File: src/rtl/mux_arbiter.sv
// Round-robin arbiter for an 8:1 shared mux: one owner at a time, bounded hold,
// and one idle turnaround cycle between owners.
module mux_arbiter #(
    parameter int MAX_HOLD = 16
) (
    input  logic       clk,
    input  logic       reset_n,
    input  logic [7:0] req,
    output logic [7:0] grant,
    output logic [2:0] select,
    output logic       valid,
    output logic       expire,
    output logic       fsm_state
);

    // Handshake: req[i] is a level request held by requester i. A grant is
    // taken one cycle after req is seen in IDLE; the owner keeps it while its
    // req stays high, up to MAX_HOLD cycles; dropping req ends ownership.

    typedef enum logic {
        IDLE  = 1'b0,
        GRANT = 1'b1
    } state_t;

    localparam logic [7:0] HOLD_LAST = 8'(MAX_HOLD - 1);

    state_t     state;
    logic [2:0] ptr;
    logic [7:0] hcnt;
    logic [2:0] winner;
    logic [2:0] idx;
    logic       found;

    // First requester at or after ptr, wrapping 7 -> 0.
    always_comb begin
        winner = ptr;
        found  = 1'b0;
        idx    = ptr;
        for (int i = 0; i < 8; i++) begin
            idx = ptr + 3'(i);
            if (!found && req[idx]) begin
                winner = idx;
                found  = 1'b1;
            end
        end
    end

    assign fsm_state = (state == GRANT);

    always_ff @(posedge clk or negedge reset_n) begin
        if (!reset_n) begin
            state  <= IDLE;
            grant  <= 8'h00;
            select <= 3'd0;
            valid  <= 1'b0;
            expire <= 1'b0;
            ptr    <= 3'd0;
            hcnt   <= 8'd0;
        end else begin
            case (state)
                IDLE: begin
                    expire <= 1'b0;
                    if (found) begin
                        state  <= GRANT;
                        select <= winner;
                        grant  <= 8'h01 << winner;
                        valid  <= 1'b1;
                        hcnt   <= 8'd0;
                    end
                end
                GRANT: begin
                    // Release wins over the hold limit when both happen together.
                    if (!req[select]) begin
                        state  <= IDLE;
                        grant  <= 8'h00;
                        valid  <= 1'b0;
                        expire <= 1'b0;
                        ptr    <= select + 3'd1;
                    end else if (hcnt == HOLD_LAST) begin
                        state  <= IDLE;
                        grant  <= 8'h00;
                        valid  <= 1'b0;
                        expire <= 1'b1;
                        ptr    <= select + 3'd1;
                    end else begin
                        hcnt <= hcnt + 8'd1;
                    end
                end
                default: begin
                    state <= IDLE;
                    grant <= 8'h00;
                    valid <= 1'b0;
                end
            endcase
        end
    end

endmodule

File: config.mk
export PLATFORM = sky130hd
export DESIGN_NAME = mux_arbiter
export DESIGN_NICKNAME = d
export VERILOG_FILES = /design/src/rtl/mux_arbiter.sv
export SDC_FILE = /design/constraint.sdc
export NUM_CORES = 1
export LEC_CHECK = 0
export BUFFER_PORTS_ARGS = -buffer_cell sky130_fd_sc_hd__clkbuf_2
export CAP_MARGIN = 10
export CORE_ASPECT_RATIO = 0.5
export CORE_MARGIN = 5
export CORE_UTILIZATION = 45
export CTS_BUF_LIST = sky130_fd_sc_hd__clkbuf_2
export CTS_CLUSTER_DIAMETER = 120
export DETAILED_ROUTE_END_ITERATION = 10
export PLACE_DENSITY = 0.69
export SYNTH_ARGS = -nofsm -noshare
export SYNTH_HDL_FRONTEND = slang
export SYNTH_SLANG_ARGS = --single-unit
File: constraint.sdc
create_clock -name clk -period 8.7 [get_ports clk]
set_clock_uncertainty 0.15 [all_clocks]
set_input_delay 0.435 -clock clk [delete_from_list [all_inputs] [get_ports clk]]
set_output_delay 0.435 -clock clk [all_outputs]
set_load 0.1 [all_outputs]
==> metrics <==
status=completed; crit path buf inv count=1; PortBufs=23; Net Count, Synth=233; final hold violation count=0; Clock transition at path regs=0.25 ns; Via density=6.150; Adder-Cell Fraction of Synth Area=0.02227; number of global-route vias before repair=1846; CTS tree=yes; Starting Density=0.4598; Mapped Avg Cell Area=10.26 um^2; post-layout net count=252; cells along the critical path=inv_1 -> ha_1 -> mux4_1 -> mux2_2 -> nor3_2 -> a41oi_2 -> nor2b_1 -> nand2_1 -> o41ai_1; post-route ant nets=0; std cell rows=18; cell with the most instances after synthesis=dfrtp_1; Die ar.=6593 um^2; fin crit share=0.4928; drt first-iter violations=80; maximum number of pins on one net before global-route repair=26; met1 GRT Util=0.2283; antenna violations before repair=0; Slew @ Worst Pin=0.9165 ns; largest family of logic cells by synthesized area=multiplexers; gpl congestion=0.9492; Clock Sinks=25; Syn-to-layout area delta=6.515%; share of cells above drive strength 1=0.2785; met2 usage=0.2845; sequential area share after synthesis=0.2784; Slew headroom=0.3890; Top FF cell, synth=dfrtp_1; DRT Wirelength=5.251 mm; CTS buffer count=3; Root Driver=clkbuf_2; Area contributors post-synth=dfrtp_1 28%, mux4_2 11%, mux2i_1 4.0%; mux share of post-synthesis cell area=0.2433; Simple-Gate Fraction of Synth Area=0.1687; H-tree depth=1; post-synthesis xor/xnor area fraction=0.04232; Cell variety after synth=66; CP max stage cell=dfrtp_1; via count=1888; Max stage delay on crit path=0.89 ns; met3 Use GR=0.01726; top cells by count, synth=25 x dfrtp_1, 24 x nand2_1, 17 x nor2_1; share of the synthesized area in the top cell type=0.2784; postcts setup bufs=0; cts hold-fix bufs=1; first-pass GRT wire length=8.949 mm; RSZ-0062 raised after global routing=no; I/O pin cnt=24; Yosys warnings=0; post-synthesis cell count=219; Synth Area in Compound Gates=0.1949; min cycle time layout=4.287 ns; fmax=233.2 MHz; final setup fails=0; Final Max Tran Viols=0; WP data arrival=4.41 ns; type of the worst setup path=reg2reg; setup_tns=0 ns; MaxCap Viol Count=0; Chip Height=59.97 um; CORE AREA=4887 um^2; Crit path max-delay family=multiplexers; busiest grt layer=met2; post-DP HPWL=4.007 mm; Worst Setup End Kind=register; Post-synth ARST share=1.000; Req. time, crit path=8.82 ns; WL/cell=17.10 um; CTS-repair resized insts=0; GRT overflow=0; Post-synth EDFFs=0; crit path max fanout=20; Synth area leader=dfrtp_1; clock latency on the worst-skew pair=0.35 ns; Hold/Removal Path Class=reg2reg; crit path launch type=register; fill count=461; Syn Std Cell Area=2247 um^2; Die Wd=109.9 um; DRC Markers=0; Yosys reg bits=25; drt first pass iters=4; All-Layer GR Usage=0.1713; CTS Buffer Depth=2; antenna cells=0
[layout by cell type (no fill, tap or decap), drive strengths merged, types with 4 or more instances in the layout]
cell type,instances
xor2,6
dfrtp,25
o41ai,4
nand2,24
ha,4
and3,4
o31ai,4
mux2,8
o32a,4
clkbuf,26
inv,7
nand4,6
a21oi,9
o21ai,15
xnor2,4
mux4,14
nor2,18
mux2i,11
[per-stage QoR]
stage / cells / utilization / worst slack, ns / area, um^2 / hold slack (ns)
2_1_floorplan: 219 / - / 5.426 / 2247 / -0.01059
3_3_place_gp: 302 / 0.4836 / 4.663 / 2364 / 0.3127
3_5_place_dp: 302 / 0.4836 / 4.480 / 2364 / 0.3234
4_1_cts: 307 / 0.4898 / 4.454 / 2394 / 0.3722
5_1_grt: 307 / 0.4898 / 4.113 / 2394 / 0.4026
6_report: 307 / 0.4898 / 4.413 / 2394 / 0.3682
[worst reg2reg max path, stage by stage, from the launching register on]
cell,delay [ns]
dfrtp_1,0.89
inv_1,0.23
ha_1,0.63
mux4_1,0.67
mux2_2,0.33
nor3_2,0.29
a41oi_2,0.32
nor2b_1,0.53
nand2_1,0.11
o41ai_1,0.08
[registers in the layout, indices dropped and copies added (netlist names)]
register   cells
fsm_state      1
valid          1
grant          8
expire         1
ptr            3
select         3
hcnt           8
[cells by family after synthesis]
group,count (synthesis)
and+or+nand+nor,75
xor gates and xnor gates,10
buffers and inverters,17
AOI/OAI and AO/OA,55
DFF,25
muxes,33
adders and majority gates,4
[final cells by class]
cell class,instances,area [um^2],share of cell area
Clock buffer,3,15.01,0.006273
Inverter,7,26.28,0.01098
Tap cell,70,87.58,0.03659
Multi-Input combinational cell,177,1509,0.6304
Sequential cell,25,625.6,0.2614
Clock inverter,1,5.005,0.002091
Timing Repair Buffer,24,125.1,0.05227
[layer usage]
metal / vias up / share of wire
met1: 939 / 0.44
met2: 52 / 0.49
li1: 883 / -
met4: 0 / 0.030
met5: - / 0
met3: 14 / 0.044
[path summary, 6_finish.rpt]
| path | startpoint | to | slack, ns | cells past startpoint |
|---|---|---|---|---|
| setup / recovery | ptr[1]$_DFFE_PN0P_ | grant[5]$_DFFE_PN0P_ | 4.41 | 9 |
| hold / removal | valid$_DFFE_PN0P_ | valid$_DFFE_PN0P_ | 0.37 | 2 |
| setup reg to reg | ptr[1]$_DFFE_PN0P_ | grant[5]$_DFFE_PN0P_ | 4.41 | 9 |
| hold reg to reg | valid$_DFFE_PN0P_ | valid$_DFFE_PN0P_ | 0.37 | 2 |
| max in group asynchronous | reset_n | ptr[1]$_DFFE_PN0P_ | 7.54 | 2 |
| min in group asynchronous | reset_n | select[2]$_DFFE_PN0P_ | 0.45 | 2 |
Power is left out: the tool's default activity adds up to more than one toggle a clock period on the data nets, which glitch-free logic cannot reach.
